[config.mk]
export PLATFORM = sky130hd
export DESIGN_NAME = sm4_axis_core
export DESIGN_NICKNAME = d
export VERILOG_FILES = /design/src/rtl/sm4_axis_core.sv
export SDC_FILE = /design/constraint.sdc
export NUM_CORES = 1
export LEC_CHECK = 0
export ABC_AREA = 1
export CAP_MARGIN = 10
export CORE_ASPECT_RATIO = 0.8
export CORE_UTILIZATION = 40
export CTS_CLUSTER_DIAMETER = 120
export CTS_CLUSTER_SIZE = 10
export DETAILED_ROUTE_END_ITERATION = 6
export SETUP_SLACK_MARGIN = 0.2
export SYNTH_ARGS = -nofsm -noshare
export SYNTH_HDL_FRONTEND = slang
export SYNTH_SLANG_ARGS = --single-unit
[constraint.sdc]
create_clock -name clk -period 7.5 [get_ports clk]
set_clock_uncertainty 0.2 [all_clocks]
set_input_delay 1.125 -clock clk [delete_from_list [all_inputs] [get_ports clk]]
set_output_delay 1.125 -clock clk [all_outputs]
set_load 0.05 [all_outputs]
[src/rtl/sm4_axis_core.sv]
// Multi-cycle Zksed scalar SM4 core (sm4ed / sm4ks) fed by four AXI-Stream operand channels.
// Optional macro SM4_BACK2BACK_EN: also accept the next request while in DONE.
module sm4_axis_core #(
  parameter int unsigned EXTRA_LAT = 0
) (
  input  logic        clk,
  input  logic        rst,
  input  logic        s_axis_a_tvalid,
  output logic        s_axis_a_tready,
  input  logic [31:0] s_axis_a_tdata,
  input  logic        s_axis_b_tvalid,
  output logic        s_axis_b_tready,
  input  logic [31:0] s_axis_b_tdata,
  input  logic        s_axis_bs_tvalid,
  output logic        s_axis_bs_tready,
  input  logic [1:0]  s_axis_bs_tdata,
  input  logic        s_axis_operation_tvalid,
  output logic        s_axis_operation_tready,
  input  logic        s_axis_operation_tdata,
  output logic        m_axis_result_tvalid,
  output logic [31:0] m_axis_result_tdata
);
  localparam int unsigned DATA_W = 32;
  localparam int unsigned BYTE_W = 8;
  localparam int unsigned CNT_W  = 4;

  typedef enum logic [2:0] {S_IDLE, S_SBOX, S_WAIT, S_LIN, S_DONE} state_t;

  state_t              state, state_nxt;
  logic                ready_q, ready_nxt, valid_nxt;
  logic                accept_c;
  logic [CNT_W-1:0]    cnt;
  logic [DATA_W-1:0]   rs1_q, rs2_q;
  logic [1:0]          bs_q;
  logic                op_q;
  logic [BYTE_W-1:0]   x_q, sbox_in, sbox_out;
  logic [DATA_W-1:0]   x32, y_ed, y_ks, y, y_rot, rd;

  // Standard SM4 S-box as a case ROM
  function automatic logic [7:0] sbox(input logic [7:0] a);
    sbox = 8'h00;
    case (a)
      8'h00: sbox = 8'hD6; 8'h01: sbox = 8'h90; 8'h02: sbox = 8'hE9; 8'h03: sbox = 8'hFE; 8'h04: sbox = 8'hCC; 8'h05: sbox = 8'hE1; 8'h06: sbox = 8'h3D; 8'h07: sbox = 8'hB7;
      8'h08: sbox = 8'h16; 8'h09: sbox = 8'hB6; 8'h0A: sbox = 8'h14; 8'h0B: sbox = 8'hC2; 8'h0C: sbox = 8'h28; 8'h0D: sbox = 8'hFB; 8'h0E: sbox = 8'h2C; 8'h0F: sbox = 8'h05;
      8'h10: sbox = 8'h2B; 8'h11: sbox = 8'h67; 8'h12: sbox = 8'h9A; 8'h13: sbox = 8'h76; 8'h14: sbox = 8'h2A; 8'h15: sbox = 8'hBE; 8'h16: sbox = 8'h04; 8'h17: sbox = 8'hC3;
      8'h18: sbox = 8'hAA; 8'h19: sbox = 8'h44; 8'h1A: sbox = 8'h13; 8'h1B: sbox = 8'h26; 8'h1C: sbox = 8'h49; 8'h1D: sbox = 8'h86; 8'h1E: sbox = 8'h06; 8'h1F: sbox = 8'h99;
      8'h20: sbox = 8'h9C; 8'h21: sbox = 8'h42; 8'h22: sbox = 8'h50; 8'h23: sbox = 8'hF4; 8'h24: sbox = 8'h91; 8'h25: sbox = 8'hEF; 8'h26: sbox = 8'h98; 8'h27: sbox = 8'h7A;
      8'h28: sbox = 8'h33; 8'h29: sbox = 8'h54; 8'h2A: sbox = 8'h0B; 8'h2B: sbox = 8'h43; 8'h2C: sbox = 8'hED; 8'h2D: sbox = 8'hCF; 8'h2E: sbox = 8'hAC; 8'h2F: sbox = 8'h62;
      8'h30: sbox = 8'hE4; 8'h31: sbox = 8'hB3; 8'h32: sbox = 8'h1C; 8'h33: sbox = 8'hA9; 8'h34: sbox = 8'hC9; 8'h35: sbox = 8'h08; 8'h36: sbox = 8'hE8; 8'h37: sbox = 8'h95;
      8'h38: sbox = 8'h80; 8'h39: sbox = 8'hDF; 8'h3A: sbox = 8'h94; 8'h3B: sbox = 8'hFA; 8'h3C: sbox = 8'h75; 8'h3D: sbox = 8'h8F; 8'h3E: sbox = 8'h3F; 8'h3F: sbox = 8'hA6;
      8'h40: sbox = 8'h47; 8'h41: sbox = 8'h07; 8'h42: sbox = 8'hA7; 8'h43: sbox = 8'hFC; 8'h44: sbox = 8'hF3; 8'h45: sbox = 8'h73; 8'h46: sbox = 8'h17; 8'h47: sbox = 8'hBA;
      8'h48: sbox = 8'h83; 8'h49: sbox = 8'h59; 8'h4A: sbox = 8'h3C; 8'h4B: sbox = 8'h19; 8'h4C: sbox = 8'hE6; 8'h4D: sbox = 8'h85; 8'h4E: sbox = 8'h4F; 8'h4F: sbox = 8'hA8;
      8'h50: sbox = 8'h68; 8'h51: sbox = 8'h6B; 8'h52: sbox = 8'h81; 8'h53: sbox = 8'hB2; 8'h54: sbox = 8'h71; 8'h55: sbox = 8'h64; 8'h56: sbox = 8'hDA; 8'h57: sbox = 8'h8B;
      8'h58: sbox = 8'hF8; 8'h59: sbox = 8'hEB; 8'h5A: sbox = 8'h0F; 8'h5B: sbox = 8'h4B; 8'h5C: sbox = 8'h70; 8'h5D: sbox = 8'h56; 8'h5E: sbox = 8'h9D; 8'h5F: sbox = 8'h35;
      8'h60: sbox = 8'h1E; 8'h61: sbox = 8'h24; 8'h62: sbox = 8'h0E; 8'h63: sbox = 8'h5E; 8'h64: sbox = 8'h63; 8'h65: sbox = 8'h58; 8'h66: sbox = 8'hD1; 8'h67: sbox = 8'hA2;
      8'h68: sbox = 8'h25; 8'h69: sbox = 8'h22; 8'h6A: sbox = 8'h7C; 8'h6B: sbox = 8'h3B; 8'h6C: sbox = 8'h01; 8'h6D: sbox = 8'h21; 8'h6E: sbox = 8'h78; 8'h6F: sbox = 8'h87;
      8'h70: sbox = 8'hD4; 8'h71: sbox = 8'h00; 8'h72: sbox = 8'h46; 8'h73: sbox = 8'h57; 8'h74: sbox = 8'h9F; 8'h75: sbox = 8'hD3; 8'h76: sbox = 8'h27; 8'h77: sbox = 8'h52;
      8'h78: sbox = 8'h4C; 8'h79: sbox = 8'h36; 8'h7A: sbox = 8'h02; 8'h7B: sbox = 8'hE7; 8'h7C: sbox = 8'hA0; 8'h7D: sbox = 8'hC4; 8'h7E: sbox = 8'hC8; 8'h7F: sbox = 8'h9E;
      8'h80: sbox = 8'hEA; 8'h81: sbox = 8'hBF; 8'h82: sbox = 8'h8A; 8'h83: sbox = 8'hD2; 8'h84: sbox = 8'h40; 8'h85: sbox = 8'hC7; 8'h86: sbox = 8'h38; 8'h87: sbox = 8'hB5;
      8'h88: sbox = 8'hA3; 8'h89: sbox = 8'hF7; 8'h8A: sbox = 8'hF2; 8'h8B: sbox = 8'hCE; 8'h8C: sbox = 8'hF9; 8'h8D: sbox = 8'h61; 8'h8E: sbox = 8'h15; 8'h8F: sbox = 8'hA1;
      8'h90: sbox = 8'hE0; 8'h91: sbox = 8'hAE; 8'h92: sbox = 8'h5D; 8'h93: sbox = 8'hA4; 8'h94: sbox = 8'h9B; 8'h95: sbox = 8'h34; 8'h96: sbox = 8'h1A; 8'h97: sbox = 8'h55;
      8'h98: sbox = 8'hAD; 8'h99: sbox = 8'h93; 8'h9A: sbox = 8'h32; 8'h9B: sbox = 8'h30; 8'h9C: sbox = 8'hF5; 8'h9D: sbox = 8'h8C; 8'h9E: sbox = 8'hB1; 8'h9F: sbox = 8'hE3;
      8'hA0: sbox = 8'h1D; 8'hA1: sbox = 8'hF6; 8'hA2: sbox = 8'hE2; 8'hA3: sbox = 8'h2E; 8'hA4: sbox = 8'h82; 8'hA5: sbox = 8'h66; 8'hA6: sbox = 8'hCA; 8'hA7: sbox = 8'h60;
      8'hA8: sbox = 8'hC0; 8'hA9: sbox = 8'h29; 8'hAA: sbox = 8'h23; 8'hAB: sbox = 8'hAB; 8'hAC: sbox = 8'h0D; 8'hAD: sbox = 8'h53; 8'hAE: sbox = 8'h4E; 8'hAF: sbox = 8'h6F;
      8'hB0: sbox = 8'hD5; 8'hB1: sbox = 8'hDB; 8'hB2: sbox = 8'h37; 8'hB3: sbox = 8'h45; 8'hB4: sbox = 8'hDE; 8'hB5: sbox = 8'hFD; 8'hB6: sbox = 8'h8E; 8'hB7: sbox = 8'h2F;
      8'hB8: sbox = 8'h03; 8'hB9: sbox = 8'hFF; 8'hBA: sbox = 8'h6A; 8'hBB: sbox = 8'h72; 8'hBC: sbox = 8'h6D; 8'hBD: sbox = 8'h6C; 8'hBE: sbox = 8'h5B; 8'hBF: sbox = 8'h51;
      8'hC0: sbox = 8'h8D; 8'hC1: sbox = 8'h1B; 8'hC2: sbox = 8'hAF; 8'hC3: sbox = 8'h92; 8'hC4: sbox = 8'hBB; 8'hC5: sbox = 8'hDD; 8'hC6: sbox = 8'hBC; 8'hC7: sbox = 8'h7F;
      8'hC8: sbox = 8'h11; 8'hC9: sbox = 8'hD9; 8'hCA: sbox = 8'h5C; 8'hCB: sbox = 8'h41; 8'hCC: sbox = 8'h1F; 8'hCD: sbox = 8'h10; 8'hCE: sbox = 8'h5A; 8'hCF: sbox = 8'hD8;
      8'hD0: sbox = 8'h0A; 8'hD1: sbox = 8'hC1; 8'hD2: sbox = 8'h31; 8'hD3: sbox = 8'h88; 8'hD4: sbox = 8'hA5; 8'hD5: sbox = 8'hCD; 8'hD6: sbox = 8'h7B; 8'hD7: sbox = 8'hBD;
      8'hD8: sbox = 8'h2D; 8'hD9: sbox = 8'h74; 8'hDA: sbox = 8'hD0; 8'hDB: sbox = 8'h12; 8'hDC: sbox = 8'hB8; 8'hDD: sbox = 8'hE5; 8'hDE: sbox = 8'hB4; 8'hDF: sbox = 8'hB0;
      8'hE0: sbox = 8'h89; 8'hE1: sbox = 8'h69; 8'hE2: sbox = 8'h97; 8'hE3: sbox = 8'h4A; 8'hE4: sbox = 8'h0C; 8'hE5: sbox = 8'h96; 8'hE6: sbox = 8'h77; 8'hE7: sbox = 8'h7E;
      8'hE8: sbox = 8'h65; 8'hE9: sbox = 8'hB9; 8'hEA: sbox = 8'hF1; 8'hEB: sbox = 8'h09; 8'hEC: sbox = 8'hC5; 8'hED: sbox = 8'h6E; 8'hEE: sbox = 8'hC6; 8'hEF: sbox = 8'h84;
      8'hF0: sbox = 8'h18; 8'hF1: sbox = 8'hF0; 8'hF2: sbox = 8'h7D; 8'hF3: sbox = 8'hEC; 8'hF4: sbox = 8'h3A; 8'hF5: sbox = 8'hDC; 8'hF6: sbox = 8'h4D; 8'hF7: sbox = 8'h20;
      8'hF8: sbox = 8'h79; 8'hF9: sbox = 8'hEE; 8'hFA: sbox = 8'h5F; 8'hFB: sbox = 8'h3E; 8'hFC: sbox = 8'hD7; 8'hFD: sbox = 8'hCB; 8'hFE: sbox = 8'h39; 8'hFF: sbox = 8'h48;
      default: sbox = 8'h00;
    endcase
  endfunction

  assign accept_c = ready_q & s_axis_a_tvalid & s_axis_b_tvalid & s_axis_bs_tvalid & s_axis_operation_tvalid;

  assign s_axis_a_tready         = ready_q;
  assign s_axis_b_tready         = ready_q;
  assign s_axis_bs_tready        = ready_q;
  assign s_axis_operation_tready = ready_q;

  // State register
  always_ff @(posedge clk) begin
    if (rst) state <= S_IDLE;
    else     state <= state_nxt;
  end

  // Next-state logic; in DONE accept_c can only be set when back-to-back issue is enabled
  always_comb begin
    state_nxt = state;
    case (state)
      S_IDLE:  if (accept_c) state_nxt = S_SBOX;
      S_SBOX:  state_nxt = (EXTRA_LAT == 0) ? S_LIN : S_WAIT;
      S_WAIT:  if (cnt == CNT_W'(EXTRA_LAT - 1)) state_nxt = S_LIN;
      S_LIN:   state_nxt = S_DONE;
      S_DONE:  state_nxt = accept_c ? S_SBOX : S_IDLE;
      default: state_nxt = S_IDLE;
    endcase
  end

  // Output decode, evaluated against the upcoming state so outputs come straight from flops
  always_comb begin
    ready_nxt = 1'b0;
    valid_nxt = 1'b0;
`ifdef SM4_BACK2BACK_EN
    ready_nxt = (state_nxt == S_IDLE) || (state_nxt == S_DONE);
`else
    ready_nxt = (state_nxt == S_IDLE);
`endif
    valid_nxt = (state == S_LIN);
  end

  always_ff @(posedge clk) begin
    if (rst) begin
      ready_q              <= 1'b1;
      m_axis_result_tvalid <= 1'b0;
      m_axis_result_tdata  <= '0;
      cnt                  <= '0;
    end else begin
      ready_q              <= ready_nxt;
      m_axis_result_tvalid <= valid_nxt;
      if (state == S_LIN) m_axis_result_tdata <= rd;
      if (state == S_WAIT) cnt <= cnt + CNT_W'(1);
      else                 cnt <= '0;
    end
  end

  // Operand latch and S-box stage
  always_ff @(posedge clk) begin
    if (accept_c) begin
      rs1_q <= s_axis_a_tdata;
      rs2_q <= s_axis_b_tdata;
      bs_q  <= s_axis_bs_tdata;
      op_q  <= s_axis_operation_tdata;
    end
    if (state == S_SBOX) x_q <= sbox_out;
  end

  assign sbox_in  = rs2_q[{bs_q, 3'b000} +: BYTE_W];
  assign sbox_out = sbox(sbox_in);

  // Linear layer, rotate back into the selected byte lane, XOR into rs1
  assign x32  = {24'h000000, x_q};
  assign y_ed = x32 ^ (x32 << 8) ^ (x32 << 2) ^ (x32 << 18)
              ^ ((x32 & 32'h0000003F) << 26) ^ ((x32 & 32'h000000C0) << 10);
  assign y_ks = x32 ^ ((x32 & 32'h00000007) << 29) ^ ((x32 & 32'h000000FE) << 7)
              ^ ((x32 & 32'h00000001) << 23) ^ ((x32 & 32'h000000F8) << 13);
  assign y    = op_q ? y_ks : y_ed;

  always_comb begin
    y_rot = y;
    case (bs_q)
      2'd0:    y_rot = y;
      2'd1:    y_rot = {y[23:0], y[31:24]};
      2'd2:    y_rot = {y[15:0], y[31:16]};
      default: y_rot = {y[7:0],  y[31:8]};
    endcase
  end

  assign rd = y_rot ^ rs1_q;

endmodule

==> flow_metrics.py <==
metrics = {
    "run_status": {
        "status": "finished clean",
    },
    "global_route": {
        "overflow": 0,
        "antenna_found_initial": 0,
        "grt_max_degree": 94,
        "grt_pass1_vias": 8464,
        "grt_pass1_wl_um": 46800,
        "track_usage": 0.279,
    },
    "worst_setup_path": {
        "end_kind": "flop",
        "crit_arrival_ns": 4.61,
        "path_buf_inv": 4,
        "crit_chain": "inv_2, nand2_1, buf_4, inv_1, nand2_1, nand4_2, inv_2, nand3_1, nand2_1, nand2_1, nand3_1, nand2_1, nand2_1, nand2_1",
        "critPathMaxFanout": 34,
        "crit_required_ns": 7.48,
        "worst_setup_path_start_kind": "flop",
        "critPathTopFamily": "buffers and inverters",
        "cpMaxStageDelayCell": "inv_2",
        "worst-setup-path-type": "reg2reg",
        "crit_path_frequent_cell": "nand2_1",
        "crit_path_max_incr_delay_ns": 0.92,
    },
    "pwr": {
        "sequentialPowerShare": 0.399,
        "power.density_nw_per_um2": 172,
        "intPower_mw": 1.26,
        "p_switching_uw": 492,
        "peakVddDrop_uv": 124,
        "finalPower_mw": 1.75,
        "pwr-share-clk": 0.458,
        "p_leak_nw": 4.50,
        "power_frac_comb": 0.142,
        "swShare": 0.281,
    },
    "floorplanning": {
        "die_w_um": 165,
        "num_rows": 47,
        "die_area_um2": 21900,
        "start_util": 0.410,
        "io_pins": 110,
        "core_region_area_um2": 20800,
        "die_h_um": 133,
    },
    "logic_synthesis": {
        "syn_area_per_cell_um2": 6.90,
        "synth.largest_area_cell": "edfxtp_1",
        "synth_cell_type_count": 44,
        "ys.warnings.count": 0,
        "synthTopCellsByCount": "nand2_1, nand3_1, nor2_1",
        "synth-edff-count": 75,
        "synth-main-ff-cell": "edfxtp_1",
        "ys_ff_latch": 116,
        "synth.most_common_cell": "nand2_1",
        "asyncSetResetFlopFracSynth": 0,
        "synth_top_area_share": 0.264,
        "synthCells": 1235,
        "seq_area_frac_synth": 0.361,
        "synth_area_um2": 8520,
        "synth_area_leaders": "edfxtp_1, nand3_1, nand2_1",
        "syn-num-nets": 1323,
    },
    "timing": {
        "finalHoldWorstSlack_ns": 0.247,
        "fin_crit_sh": 0.618,
        "setup_tns_ns": 0,
        "setup_violations": 0,
        "worstMarginPinSlew_ns": 1.04,
        "layout_min_cycle_time_ns": 4.64,
        "slew_headroom": 0.304,
        "finalHoldViolCount": 0,
        "rsz0062_at_grt": "false",
        "drv_slew": 0,
        "clock.fmax_mhz": 216,
    },
    "detailed_routing": {
        "routed.top_layer": "met4",
        "wire_per_inst_um": 19.1,
        "routed-wl-met3_um": 3840,
        "wirelength_um": 30100,
        "dr.first_iter.drc_count": 1352,
        "ant_nets": 0,
        "drc": 0,
        "met1_length_um": 13500,
        "dr.pass1.iters": 6,
        "wl_met2_um": 12000,
        "vias": 9126,
        "via_per_inst": 5.79,
    },
    "clocking": {
        "cts_hold_buf": 0,
        "cts_tree": "yes",
        "clockRootBuffer": "clkbuf_16",
        "clkLatencyLatePin_ns": 0.42,
        "clk_path_buf_depth": 2,
        "postCtsSetupBuffers": 0,
        "cts_max_level": 4,
        "cts_num_sinks": 116,
        "cts_inserted_buffers": 17,
        "cts_resized": 0,
        "clk_pin_slew_worst_paths_ns": 0.06,
    },
    "final_layout": {
        "fin_area_um2": 10100,
        "antenna_cells": 0,
        "nets": 1381,
        "utilization": 0.489,
        "drive_above_1_share": 0.0636,
        "area_growth_pct": 19.1,
    },
    "place": {
        "dpl-instance-area_um2": 9570,
        "gp_congestion": 1.04,
        "io_buffers": 109,
        "place_hpwl_um": 20800,
    },
    "min_path": {
        "hp-class": "reg2reg",
    },
    "flow_run": {
        "drv_cap": 0,
    },
}
## kinds of logic after synthesis
group / share of synthesized area
compound gates: 0.0956
xor+xnor: 0.0257
fa+ha+maj: 0.0220
buf+inv: 0.0971
flops: 0.361
simple gates: 0.399
## placed cells by master, fill, tap and decap left out, drive strengths merged, types with 4 or more instances in the layout
cell / count
a21oi: 36
buf: 8
clkbuf: 18
clkdlybuf4s50: 109
clkinv: 4
dfxtp: 41
edfxtp: 75
ha: 15
inv: 105
nand2: 340
nand3: 305
nand4: 8
nor2: 103
o2111ai: 5
o211ai: 18
o21ai: 56
o221ai: 7
o22ai: 6
or2: 6
xnor2: 7
xor2: 18
## state kept, by name, indices dropped and copies added (netlist names)
register	cells
op_q	1
x_q	8
state	3
s_axis_a_tready	1
m_axis_result_tdata	32
m_axis_result_tvalid	1
rs1_q	32
cnt	4
rs2_q	32
bs_q	2
## layer usage
metal | global-route usage | vias up
met3 | 0.0934 | 79
li1 | - | 4296
met1 | 0.417 | 4160
met2 | 0.364 | 591
met4 | 0.104 | 0
met5 | 0 | -
## per-stage QoR
step	instances	setup WS, ns
2_1_floorplan	1235	4.23
3_3_place_gp	1543	3.12
3_5_place_dp	1543	3.01
4_1_cts	1575	3.01
5_1_grt	1575	2.65
6_report	1575	2.86
## worst paths after layout
| kind | start | to | slack [ns] | cells past startpoint |
|---|---|---|---|---|
| worst min register to register | cnt[0]$_SDFF_PP0_ | cnt[0]$_SDFF_PP0_ | 0.25 | 1 |
| worst max-delay path | bs_q[0]$_DFFE_PP_ | x_q[0]$_DFFE_PP_ | 2.86 | 14 |
| worst max register to register | bs_q[0]$_DFFE_PP_ | x_q[0]$_DFFE_PP_ | 2.86 | 14 |
| worst min-delay path | cnt[0]$_SDFF_PP0_ | cnt[0]$_SDFF_PP0_ | 0.25 | 1 |
## final cells by class
cell class	count	area [um2]
clock buffers	18	439
clock inverters	14	143
fillers	2092	10600
inverters	98	368
multi-input cells	943	4640
flip-flops and latches	116	3070
well taps	269	337
repair buffers	117	1150
## power groups by stage
| stage | combinational [mW] | sequential, mW | clock [mW] |
|---|---|---|---|
| detailed placement | 0.240 | 0.712 | 0 |
| global placement | 0.242 | 0.712 | 0 |
| CTS | 0.240 | 0.698 | 0.818 |
| finish | 0.249 | 0.698 | 0.801 |
| global route | 0.268 | 0.699 | 0.843 |
| floorplan | 0.151 | 0.713 | 0 |
No activity file was read; power rests on OpenSTA's default activity.
